[config.mk]
export PLATFORM = sky130hd
export DESIGN_NAME = serial_adder_ctrl
export DESIGN_NICKNAME = d
export VERILOG_FILES = /design/src/rtl/serial_adder_ctrl.sv
export SDC_FILE = /design/constraint.sdc
export NUM_CORES = 1
export LEC_CHECK = 0
export ABC_AREA = 1
export BUFFER_PORTS_ARGS = -buffer_cell sky130_fd_sc_hd__buf_2
export CAP_MARGIN = 20
export CORE_ASPECT_RATIO = 1.5
export CORE_MARGIN = 2
export CORE_UTILIZATION = 35
export DETAILED_ROUTE_END_ITERATION = 12
export GPL_TIMING_DRIVEN = 0
export HOLD_SLACK_MARGIN = 0.12
export SYNTH_ARGS = -nofsm -noshare
export SYNTH_HDL_FRONTEND = slang
export SYNTH_SLANG_ARGS = --single-unit
export TNS_END_PERCENT = 10
[constraint.sdc]
create_clock -name clk -period 1.5 [get_ports clk]
set_input_delay 0.225 -clock clk [delete_from_list [all_inputs] [get_ports clk]]
set_output_delay 0.225 -clock clk [all_outputs]
set_load 0.01 [all_outputs]
[src/rtl/serial_adder_ctrl.sv]
// Bit-serial adder: one full-adder cell sequenced LSB-first over WIDTH cycles.
// Optional subtract mode is enabled by defining SERIAL_ADDER_SUB_EN.

module full_adder_str (
    input  logic a_i,
    input  logic b_i,
    input  logic cin_i,
    output logic s_o,
    output logic cout_o
);
    logic axb;

    assign axb    = a_i ^ b_i;
    assign s_o    = axb ^ cin_i;
    assign cout_o = (a_i & b_i) | (cin_i & axb);
endmodule

module serial_adder_ctrl #(
    parameter int WIDTH = 8
) (
    input  logic             clk,
    input  logic             rst,
    input  logic             start,
    input  logic [WIDTH-1:0] a,
    input  logic [WIDTH-1:0] b,
    input  logic             sub,
    output logic             busy,
    output logic             done,
    output logic [WIDTH-1:0] sum,
    output logic             cout,
    output logic             ovf
);
    localparam int CNT_W = $clog2(WIDTH);
    localparam logic [CNT_W-1:0] CNT_LAST = CNT_W'(WIDTH - 1);

    typedef enum logic [1:0] {
        IDLE,
        RUN,
        DONE
    } state_e;

    state_e             state_q, state_d;
    logic [WIDTH-1:0]   a_q, a_d;
    logic [WIDTH-1:0]   b_q, b_d;
    logic [WIDTH-1:0]   sum_q, sum_d;
    logic [CNT_W-1:0]   cnt_q, cnt_d;
    logic               carry_q, carry_d;
    logic               cout_q, cout_d;
    logic               ovf_q, ovf_d;

    logic [WIDTH-1:0]   b_load;
    logic               carry_init;
    logic               cell_s;
    logic               cell_c;

`ifdef SERIAL_ADDER_SUB_EN
    // a - b is computed as a + ~b + 1.
    assign b_load     = sub ? ~b : b;
    assign carry_init = sub;
`else
    logic sub_unused;

    assign sub_unused = sub;
    assign b_load     = b;
    assign carry_init = 1'b0;
`endif

    full_adder_str u_cell (
        .a_i    (a_q[0]),
        .b_i    (b_q[0]),
        .cin_i  (carry_q),
        .s_o    (cell_s),
        .cout_o (cell_c)
    );

    always_comb begin
        // NOTE: every next-state signal gets a default first so no path leaves it unassigned (no latches).
        state_d = state_q;
        a_d     = a_q;
        b_d     = b_q;
        sum_d   = sum_q;
        cnt_d   = cnt_q;
        carry_d = carry_q;
        cout_d  = cout_q;
        ovf_d   = ovf_q;

        case (state_q)
            IDLE: begin
                if (start) begin
                    state_d = RUN;
                    a_d     = a;
                    b_d     = b_load;
                    carry_d = carry_init;
                    cnt_d   = '0;
                end
            end
            RUN: begin
                sum_d   = {cell_s, sum_q[WIDTH-1:1]};
                a_d     = a_q >> 1;
                b_d     = b_q >> 1;
                carry_d = cell_c;
                if (cnt_q == CNT_LAST) begin
                    // carry_q here is the carry into the MSB.
                    state_d = DONE;
                    cout_d  = cell_c;
                    ovf_d   = carry_q ^ cell_c;
                end else begin
                    cnt_d = cnt_q + CNT_W'(1);
                end
            end
            DONE: begin
                state_d = IDLE;
            end
            default: begin
                state_d = IDLE;
            end
        endcase
    end

    always_ff @(posedge clk) begin
        // NOTE: sequential state uses non-blocking assignments so all registers update from pre-edge values.
        if (rst) begin
            state_q <= IDLE;
            a_q     <= '0;
            b_q     <= '0;
            sum_q   <= '0;
            cnt_q   <= '0;
            carry_q <= 1'b0;
            cout_q  <= 1'b0;
            ovf_q   <= 1'b0;
        end else begin
            state_q <= state_d;
            a_q     <= a_d;
            b_q     <= b_d;
            sum_q   <= sum_d;
            cnt_q   <= cnt_d;
            carry_q <= carry_d;
            cout_q  <= cout_d;
            ovf_q   <= ovf_d;
        end
    end

    assign busy = (state_q == RUN);
    assign done = (state_q == DONE);
    assign sum  = sum_q;
    assign cout = cout_q;
    assign ovf  = ovf_q;

endmodule

# [Word-level counts from Yosys, hierarchy flattened]
# Index checks and enable logic that the tools add are counted.
[totals] elab_cells=39 output_inout_bits=12 input_bits=20 reg_bits=32
[classes] bitwise_logic=6 n_eq_ne=6 addsub=1 n_reduce_logical=6 n_mux=12
[op_table] operator="$pmux 8 s2" n=2
[op_table] operator="$mux 8" n=2
[op_table] operator="$mux 3" n=2
[op_table] operator="$pmux 3 s2" n=1
[op_table] operator="$reduce_and 2->1" n=3
[op_table] operator="$mux 2" n=2
[op_table] operator="$ne 2x2->1 const B" n=2
[op_table] operator="$pmux 2 s2" n=1
[op_table] operator="$add 3x1->3 const B" n=1
[op_table] operator="$eq 3x3->1 const B" n=1
[op_table] operator="$reduce_and 3->1" n=1
[op_table] operator="$xor 1x1->1" n=3
[op_table] operator="$and 1x1->1" n=2
[op_table] operator="$eq 2x1->1 const B" n=1
[op_table] operator="$eq 2x2->1 const B" n=1
[op_table] operator="$logic_not 2->1" n=1
[op_table] operator="$ne 2x1->1 const B" n=1
[op_table] operator="$pmux 1 s2" n=1
[op_table] operator="$reduce_bool 2->1" n=1
[op_table] operator="$mux 1" n=1
[op_table] operator="$or 1x1->1" n=1

# [Longest topological paths before layout]
# Gate-level depths: netlist of run 1.
[logic_depth] depth_word=4 depth_mapped=7 ltp_nobuf=7

# [Modules after synthesis]
# From an unflattened synthesis of run 1, not the netlist that was laid out.
[unflattened] hier_cells=233 area_unflattened_um2=1508.9
[modules_own_cells] module="serial_adder_ctrl" area_per_inst_um2=1488.9 instances=1 cells_per_inst=232
[modules_own_cells] module="full_adder_str" area_per_inst_um2=20.0 instances=1 cells_per_inst=1

# [Least setup slack after synthesis of run 1]
# OpenSTA, ideal clock, no wires.
[synth_path] path_type="reg-to-reg" from="register carry_q" to="register ovf_q (netlist: ovf)" path_buffers=0 setup_time_ns=0.116 setup_slack_ns=0.266 arrival_ns=1.118 required_ns=1.384 stages_incl_launch_ff=7 period_less_slack_ns=1.234 path_cell_list="dfxtp_1 inv_1 fa_1 inv_1 nand2_1 a21oi_1 nor2_1"
[synth_between] elab_chain_cells=3
[synth_lines] item="start: declaration" line="47" text="logic carry_q, carry_d;"
[synth_lines] item="start signal: assignment" line="137" text="carry_q <= carry_d;"
[synth_lines] item="$and 1x1->1" line="15" text="assign cout_o = (a_i & b_i) | (cin_i & axb);"
[synth_lines] item="$or 1x1->1" line="15"
[synth_lines] item="$xor 1x1->1 *" line="106" text="ovf_d = carry_q ^ cell_c;"
[synth_lines] item="end signal: assignment" line="139" text="ovf_q <= ovf_d;"
[synth_lines] item="end: declaration" line="49" text="logic ovf_q, ovf_d;"
# Mark *: on every way between the ends. The rest lies on a longest branch, timed or not.
# A chain may end at the register's enable or synchronous reset.

# [Final worst setup path of run 1]
[layout_path] from="register state_q[0]" to="output port busy"
[layout_between] elab_chain_cells=1
[layout_lines] item="start: declaration" line="42" text="state_e state_q, state_d;"
[layout_lines] item="start signal: assignment" line="132" text="state_q <= state_d;"
[layout_lines] item="$eq 2x1->1" line="143" text="assign busy = (state_q == RUN);"
[layout_lines] item="end: declaration" line="27" text="output logic busy,"
# Every way passes these cells.

==> results of run 1 <==
-- cell families after synthesis --
group,count (synthesis)
fa+ha+maj,3
compound gates,30
simple gates,110
flops,32
buf+inv,54
-- placed cells by master, fill, tap and decap left out, types with 2 or more instances in the layout --
cell type and instances:
ha_1 2, buf_2 32, buf_4 6, clkbuf_8 7, a21oi_1 20, nand2_2 2, nand2_1 48, dfxtp_1 31
buf_6 4, clkbuf_1 2, nor2_1 28, o21ai_0 9, inv_1 42, nand3_1 31
-- routing by layer --
| layer | share of wire (%) | wire length (µm) | vias up |
|---|---|---|---|
| met5 | 0 | 0 | - |
| li1 | - | - | 783 |
| met3 | 3.6 | 122 | 10 |
| met2 | 50 | 1690 | 28 |
| met1 | 44 | 1490 | 600 |
| met4 | 2.7 | 90 | 0 |
-- path summary, 6_finish.rpt --
kind | from | to | slack, ns | cells after the start
setup / recovery | state_q[0] | busy | 0.08 | 5
hold / removal | a[7] | a_q[7] | 0.18 | 3
setup reg to reg | carry_q | ovf | 0.17 | 6
hold reg to reg | b_q[2] | b_q[2] | 0.46 | 2
-- flip-flops by register name (all words and copies together) (netlist names) --
| register | cells |
|---|---|
| cout | 1 |
| ovf | 1 |
| sum | 8 |
| b_q | 8 |
| cnt_q | 3 |
| a_q | 8 |
| carry_q | 1 |
| state_q | 2 |
-- power by group through the flow --
stage | Sequential [W] | Combinational (W) | Clock [W]
after CTS | 0.000939 | 0.000318 | 0.000927
after global routing | 0.000946 | 0.000364 | 0.000973
after floorplan | 0.000960 | 0.000208 | 0
after global placement | 0.000956 | 0.000303 | 0
final | 0.000939 | 0.000317 | 0.000902
after detailed placement | 0.000958 | 0.000307 | 0
-- area by class of cell --
class                      instances  area, µm²
buffer                            11       82.6
clock buffer                       7       96.3
clock inverter                     1       30.0
fill                             454       2320
inverter                          43        164
multi-input combinational        143        671
sequential                        32        642
tap                               46       57.6
timing repair buffer              34        180
-- worst max-delay path: cells and delay by family (launching register included) --
family                 cells  cell delay (ns)
DFF                        1             0.36
and+or+nand+nor            1             0.12
buffers and inverters      4             0.43
-- per-stage QoR --
| stage | power [W] | utilization, % | instances |
|---|---|---|---|
| after floorplan | 0.00117 | - | 229 |
| after global placement | 0.00126 | 41.4 | 305 |
| after detailed placement | 0.00126 | 41.4 | 305 |
| after CTS | 0.00218 | 44.9 | 315 |
| after global routing | 0.00228 | 45.3 | 317 |
| final | 0.00216 | 45.3 | 317 |
-- repair_timing --
item / CTS / global route
setup buffers: 2 / 2
endpoints found under the setup margin: 2 / 1
hold buffers: 0 / 0
endpoints found under the hold margin: 0 / 0
resized for setup: 4 / 0
==> metrics.txt, run 1 <==
Worst path slowest cell=dfxtp_1; synth warn=0; Final Skew=0.00732 ns; DRC Markers=0; met3 GRT Util=3.66%; Die W=58.3 µm; io pins=32; total negative slack=0 ns; simple-gate share of the synthesized area=30.0%; Worst Path Required=1.27 ns; cell mode on critical path=buf_6; Total Wirelength=3390 µm; post-synth top area share=41.4%; Worst Setup End Kind=primary output; CP Launch Type=flop; die height=85.5 µm; fin nets=293; ANT cells=0; predominant post-synthesis flop cell=dfxtp_1; Clock Power Share=41.8%; post-synthesis cell count=229; initial core utilization=36.5%; pin count of the biggest net entering global routing=11; TritonCTS buffer count=5; Synth Area in Adders=2.91%; initial antenna violation count=0; GR Util met1=17.0%; crit-path cells=buf_6 -> inv_1 -> nor2_4 -> buf_6 -> buf_2; largest area contributor in the netlist=dfxtp_1; CP max stage delay=0.36 ns; vias in the first global route=1335; Comb power frac=14.7%; routed vias/inst=4.48; total grt overflow=0; sequential share of power=43.5%; number of synthesized flops with an enable pin=0; top-count cell post-synth=nand2_1; drt first pass iters=4; synthesized area=1550 µm²; outcome=finished clean; Worst Hold Slack=0.181 ns; class of the worst hold path=primary input to flop; die area=4980 µm²; Layout area overhead=24.2%; Final Hold Viols=0; via count=1421; post-DP HPWL=2420 µm; Placement Setup Slack=0.138 ns; gr busiest metal=met2; Max Fclk=702 MHz; Max-cap violations=0; P per Cell Area=1120 nW/µm²; Synth Net Count=252; CTS tree=done; CTS max path bufs=2; sw power=0.000524 W; first-pass GRT wire length=5890 µm; Final Setup Violations=0; number of routed nets with antenna violations=0; worst skew pair latency=0.28 ns; H-tree levels=2; All-Layer GR Usage=15.3%; layout cells sized above 1=21.0%; Setup WS post-layout=0.0759 ns; synthesized flop and latch total=32; I/O Buffers=30; GR Util met2=26.3%; RSZ-0062 raised after global routing=false; Root Buffer=clkbuf_8; ys async rst share=0%; internal power=0.00163 W; min Tclk post-route=1.42 ns; Critical Path AT=1.20 ns; Post-synth top cells=48 x nand2_1, 42 x inv_1, 32 x dfxtp_1, 31 x nand3_1, 28 x nor2_1; Slew HR=66.1%; Slew Viols, Final=0; largest family of logic cells by synthesized area=simple AND/OR/NAND/NOR gates; initial drt markers=57; Final period util=94.9%; drt wl/cell=10.7 µm; xor/xnor share of the synthesized area=0%; Static Leak=0.976 nW; Synth Area in Compound Gates=10.4%; core area=4250 µm²; Reg clk slew, reported paths=0.07 ns; synthesized area per cell=6.76 µm²; CTS Sinks=32; switching share of power=24.3%; sequential area share after synthesis=41.4%; Placer Congestion=0.765; final std cell area, no fill=1920 µm²; crit path max fanout=6; Cell variety after synth=17; Tightest Pin Transition=0.508 ns; Placed Area=1760 µm²; mux cell area share after synthesis=0%; Rows=29; Synth area leaders=dfxtp_1 41%, nand2_1 12%, inv_1 10%; Peak VDD IR=689 µV; Crit Path Category=flop to primary output
Note: power is estimated with default switching activity, not from simulation.
==> run 2, diff against run 1 <==
ABC_AREA = unset   (was 1)
==> run 2 against run 1 <==
Effect of this change: wire length decreased by 11%; die area down 2.9%; area after synthesis shrank 3.1%; critical path type unchanged; synthesized cell count decreased by 33%.
==> metrics.txt, run 2 <==
Reg clk slew, reported paths=0.06 ns (about the same); Final Setup Violations=0 (unchanged); Final Hold Viols=0 (unchanged); Final Skew=0.00627 ns (-0.00105 ns); pin count of the biggest net entering global routing=11 (unchanged); switching share of power=24.9% (+0.61 points); number of routed nets with antenna violations=0 (unchanged); Post-CTS Hold Buffers=0 (unchanged); CP Launch Type=flop; Root Buffer=clkbuf_8; I/O Buffers=30 (unchanged); vias in the first global route=1274 (-4.6%); fin nets=214 (-27%); met3 GRT Util=4.62% (+0.96 points); total grt overflow=0 (unchanged); core area=4170 µm² (-1.7%); Max Fclk=701 MHz (-0.20%); post-DP HPWL=2190 µm (-9.5%); GR Util met1=15.6% (-1.4 points); CTS Sinks=32 (unchanged); initial antenna violation count=0 (unchanged); CTS max path bufs=2 (unchanged); Placer Congestion=0.711 (-7.0%); Comb power frac=14.3% (-0.4 points); fin util=43.9% (-1.4 points); sequential share of power=48.3% (+4.8 points); CTS tree=done; ANT cells=0 (unchanged); Critical Path AT=1.20 ns (about the same); post-synth top area share=42.7% (+1.3 points); routed vias/inst=5.16 (+15%); die height=84.2 µm (-1.5%); synthesized flop and latch total=32 (unchanged); Clock Power Share=37.4% (-4.4 points); post-synthesis cell count=154 (-33%); Max-cap violations=0 (unchanged); Die W=57.5 µm (-1.4%); Peak VDD IR=611 µV (-11%); Final period util=95.1% (+0.19 points); outcome=finished clean; Worst Setup End Kind=primary output; number of synthesized flops with an enable pin=0 (unchanged); total negative slack=0 ns (unchanged); via count=1222 (-14%); die area=4840 µm² (-2.9%); layout cells sized above 1=36.6% (+16 points); Tightest Pin Transition=0.701 ns (+0.193 ns); synthesized area=1500 µm² (-3.1%); predominant post-synthesis flop cell=dfxtp_1; DRC Markers=0 (unchanged); initial core utilization=36.0% (-0.50 points); sequential area share after synthesis=42.7% (+1.3 points); Total Wirelength=3040 µm (-11%); Slew HR=53.3% (-13 points); All-Layer GR Usage=14.2% (-1.1 points); Synth Net Count=177 (-30%); Slew Viols, Final=0 (unchanged); worst skew pair latency=0.28 ns (about the same); internal power=0.00143 W (-12%); synth warn=0 (unchanged); Rows=29 (unchanged); min Tclk post-route=1.43 ns (+0.00287 ns); io pins=32 (unchanged); H-tree levels=2 (unchanged); class of the worst hold path=primary input to flop; top-count cell post-synth=dfxtp_1; crit path max fanout=9 (+3); largest area contributor in the netlist=dfxtp_1; Post-synth top cells=32 x dfxtp_1, 18 x nand2_1, 15 x mux2i_1, 14 x a211oi_2, 13 x nor2_1; drt first pass iters=4 (unchanged); initial drt markers=29 (-49%); Synth area leaders=dfxtp_1 43%, a211oi_2 12%, mux2i_1 10%; first-pass GRT wire length=5450 µm (-7.4%); TritonCTS buffer count=5 (unchanged); P per Cell Area=1040 nW/µm² (-7.0%); drt wl/cell=12.8 µm (+20%); synthesized area per cell=9.75 µm² (+44%); Static Leak=0.741 nW (-24%); RSZ-0062 raised after global routing=false; Worst Path Required=1.27 ns (about the same); Layout area overhead=22.0%; gr busiest metal=met2; ys async rst share=0% (unchanged); Cell variety after synth=30 (+13); GR Util met2=24.7% (-1.6 points); commonest cells after routing, fill and taps aside=32 x dfxtp_1, 30 x buf_2, 18 x nand2_1, 15 x mux2i_1, 14 x a211oi_2; sw power=0.000476 W (-9.2%); commonest non-fill, non-tap cell in the layout=dfxtp_1; Crit Path Category=flop to primary output
==> run 2: cell count changes after synthesis, sizes merged, moves of 2 or more <==
cell	previous run	this run
o21ai	10	2
nand4bb	0	2
nor2	29	19
nand2	50	18
clkbuf	3	5
nand3	31	5
a21oi	20	12
a31oi	0	3
a211oi	0	15
inv	43	5
mux2i	0	15
==> run 2: what timing repair did <==
| item | 4_1_cts | 5_1_grt |
|---|---|---|
| buffers inserted | 0 | 1 |
| resized for setup | 2 | 8 |
| endpoints found under the hold margin | 0 | 0 |
| setup endpoints to repair | 1 | 8 |
==> run 2: through the flow <==
stage	cells	power, W	setup WS, ns	cell area (µm²)	hold WS, ns
2_1_floorplan	154	0.00114	0.172	1500	0.290
3_3_place_gp	230	0.00121	0.0442	1710	0.443
3_5_place_dp	230	0.00121	0.0313	1710	0.449
4_1_cts	237	0.00193	0.00114	1810	0.152
5_1_grt	237	0.00201	0.00880	1830	0.158
6_report	237	0.00191	0.0730	1830	0.157
==> run 2: final timing paths <==
check | start | to | slack [ns] | cells past startpoint
setup / recovery | state_q[1] | busy | 0.07 | 5
hold / removal | rst | b_q[6] | 0.16 | 2
setup reg to reg | carry_q | ovf | 0.10 | 5
hold reg to reg | sum[0] | sum[0] | 0.45 | 2
==> run 2: routing by layer <==
| metal | part of all wire, % | up-vias |
|---|---|---|
| li1 | - | 612 |
| met1 | 44 | 576 |
| met2 | 49 | 28 |
| met3 | 5.4 | 6 |
| met4 | 1.9 | 0 |
| met5 | 0 | - |
==> run 2: logic make-up after synthesis <==
| group | after synthesis | share of synthesized area, % |
|---|---|---|
| flip-flops | 32 | 42.7 |
| adder cells (fa/ha/maj) | 3 | 3.00 |
| AND/OR/NAND/NOR | 49 | 15.7 |
| AO/OA/AOI/OAI | 36 | 20.4 |
| XOR/XNOR | 1 | 0.583 |
| multiplexers | 15 | 10.0 |
| buffers and inverters | 18 | 7.67 |
==> run 2: area by class of cell <==
class	instances	area (µm²)
Timing Repair Buffer	31	158
Clock buffer	7	96.3
Tap cell	46	57.6
Fill cell	426	2340
Multi-Input combinational cell	104	754
Inverter	5	21.3
Buffer	12	104
Sequential cell	32	641
==> run 2: worst max-delay path, stage by stage (launching register included) <==
cell and delay, ns:
dfxtp_1 0.32, nand2b_1 0.15, buf_6 0.14, inv_4 0.06
buf_6 0.12, buf_2 0.13
==> run 2: power by group through the flow <==
stage	sequential [W]	clock (W)	combinational, W
after global routing	0.000929	0.000774	0.000302
after global placement	0.000941	0	0.000267
final	0.000923	0.000715	0.000272
after detailed placement	0.000942	0	0.000269
after floorplan	0.000937	0	0.000198
after CTS	0.000923	0.000738	0.000273
==> run 3, diff against run 2 <==
CELL_PAD_IN_SITES_DETAIL_PLACEMENT = 1   (was unset)
CELL_PAD_IN_SITES_GLOBAL_PLACEMENT = 1   (was unset)
PLACE_DENSITY_LB_ADDON = 0.1   (was unset)
==> run 3 against run 2 <==
Effect of this change: clock skew is 0.0040 ns higher; clock-buffer cell count down 1; wire length increased by 15%; sequential share of layout area is 0.51 points higher; register-to-register slack better by 0.06 ns.
==> metrics.txt, run 3 (synthesis gave the netlist of run 2 again) <==
outcome=finished clean; crit path max fanout=10 (+1); CTS tree=done; Reg clk slew, reported paths=0.07 ns (about the same); Worst Path Required=1.27 ns (about the same); Final Hold Viols=0 (unchanged); Final period util=95.2% (about the same); pin count of the biggest net entering global routing=11 (unchanged); CP delay by family, top=buffers and inverters; vias in the first global route=1383 (+8.6%); CTS Sinks=32 (unchanged); Placed Area=1710 µm² (unchanged); Worst path slowest cell=dfxtp_1; ANT cells=0 (unchanged); hold_sp=rst; Crit Path Category=flop to primary output; Peak VDD IR=679 µV (+11%); P per Cell Area=1010 nW/µm² (-3.5%); FF-to-FF setup slack=0.16 ns (+0.06 ns); class of the worst hold path=primary input to flop; die height=84.2 µm (unchanged); initial drt markers=12 (-59%); Max Fclk=701 MHz (about the same); r2r startpoint=carry_q; Final Skew=0.0102 ns (+0.00396 ns); Worst Path Buf+Inv=3 (-1); H-tree levels=2 (unchanged); CP Launch Type=flop; Worst Hold Slack=0.165 ns (+0.00820 ns); TritonCTS buffer count=5 (unchanged); RSZ-0062 raised after global routing=true; io pins=32 (unchanged); drt first pass iters=2 (-2); first-pass GRT wire length=5980 µm (+9.7%); Placer Congestion=0.729 (+2.4%); Slew HR=53.1% (-0.16 points); crit-path cells=buf_4 -> clkbuf_4 -> nor2b_1 -> buf_2; Placed Cells=230 (unchanged); Total Wirelength=3480 µm (+15%); die area=4840 µm² (unchanged); initial antenna violation count=0 (unchanged); r2r worst-path depth=5 (unchanged); worst skew pair latency=0.28 ns (about the same); via count=1231 (+0.74%); postcts setup bufs=0 (unchanged); total grt overflow=0 (unchanged); routed vias/inst=5.22 (+1.2%); Slew Viols, Final=0 (unchanged); Static Leak=0.725 nW (-2.1%); commonest non-fill, non-tap cell in the layout=dfxtp_1; final std cell area, no fill=1810 µm² (-1.4%); Layout area overhead=20.2%; Tightest Pin Transition=0.704 ns (+0.00234 ns); number of routed nets with antenna violations=0 (unchanged); Worst Hold End=b_q[6]; Worst Setup End Kind=primary output; Final Setup Violations=0 (unchanged); commonest cells after routing, fill and taps aside=32 x dfxtp_1, 30 x buf_2, 18 x nand2_1, 15 x mux2i_1, 14 x a211oi_2; drt wl/cell=14.7 µm (+15%); CP Depth=4 (-1); Critical Path AT=1.20 ns (about the same); hold depth=2 (unchanged); Post-CTS Hold Buffers=0 (unchanged); DRC Markers=0 (unchanged); post-DP HPWL=2670 µm (+22%); Max-cap violations=0 (unchanged); Rows=29 (unchanged); core area=4170 µm² (unchanged); min Tclk post-route=1.43 ns (+0.000579 ns); CTS max path bufs=2 (unchanged); layout cells sized above 1=35.8% (-0.86 points); Die W=57.5 µm (unchanged); initial core utilization=36.0% (unchanged); All-Layer GR Usage=15.8% (+1.6 points); Root Buffer=clkbuf_8; fin cells=236 (-0.42%); reg2reg end=ovf; I/O Buffers=30 (unchanged); CP max stage delay=0.33 ns (about the same); fin nets=213 (-0.47%)
[run 3: worst max-delay path by stage]
stage,start,endpoint,slack [ns]
floorplan,cnt_q[0],cnt_q[0],0.17
global route,state_q[0],done,-0.02
global placement,cnt_q[0],cnt_q[0],0.09
detailed placement,cnt_q[0],cout,-0.009
CTS,state_q[0],done,0.01
finish,state_q[0],done,0.07
[run 3: per-stage QoR]
step | TNS, ns | utilization (%) | power [W] | worst slack [ns]
floorplan | 0 | - | 0.00114 | 0.172
global placement | 0 | 41.0 | 0.00120 | 0.0862
detailed placement | -0.00871 | 41.0 | 0.00122 | -0.00871
CTS | 0 | 42.9 | 0.00185 | 0.0137
global route | -0.0271 | 43.3 | 0.00192 | -0.0231
finish | 0 | 43.3 | 0.00182 | 0.0725
[run 3: final cells by class]
cell class              instances  area [µm²]
fillers                       499        2370
multi-input cells             104         751
plain buffers                  12         108
clock buffers                   6        72.6
flip-flops and latches         32         641
repair buffers                 30         150
clock inverters                 1        5.00
well taps                      46        57.6
inverters                       5        21.3
[run 3: worst reg2reg max path, delay by kind of cell, from the launching register on]
family / cells / cell delay, ns
AO/OA/AOI/OAI: 1 / 0.15
XOR/XNOR: 1 / 0.16
adder cells (fa/ha/maj): 1 / 0.42
buffers and inverters: 1 / 0.08
flip-flops: 1 / 0.37
AND/OR/NAND/NOR: 1 / 0.09
[run 3: report_power, final]
group          internal [W]  switching (W)  leakage, nW
combinational      0.000130       0.000147        0.422
sequential         0.000896      0.0000274        0.262
clock              0.000315       0.000302       0.0410
[run 3: metal layers]
metal	up-vias	track usage [%]	wire length, µm
li1	607	-	-
met4	0	6.98	46
met2	24	30.6	2010
met1	596	14.7	1310
met3	4	4.01	106
met5	-	0	0
[run 3: repair_timing]
action,CTS,global route
pin swaps,0,0
gates resized for setup,3,7
endpoints found under the setup margin,5,6
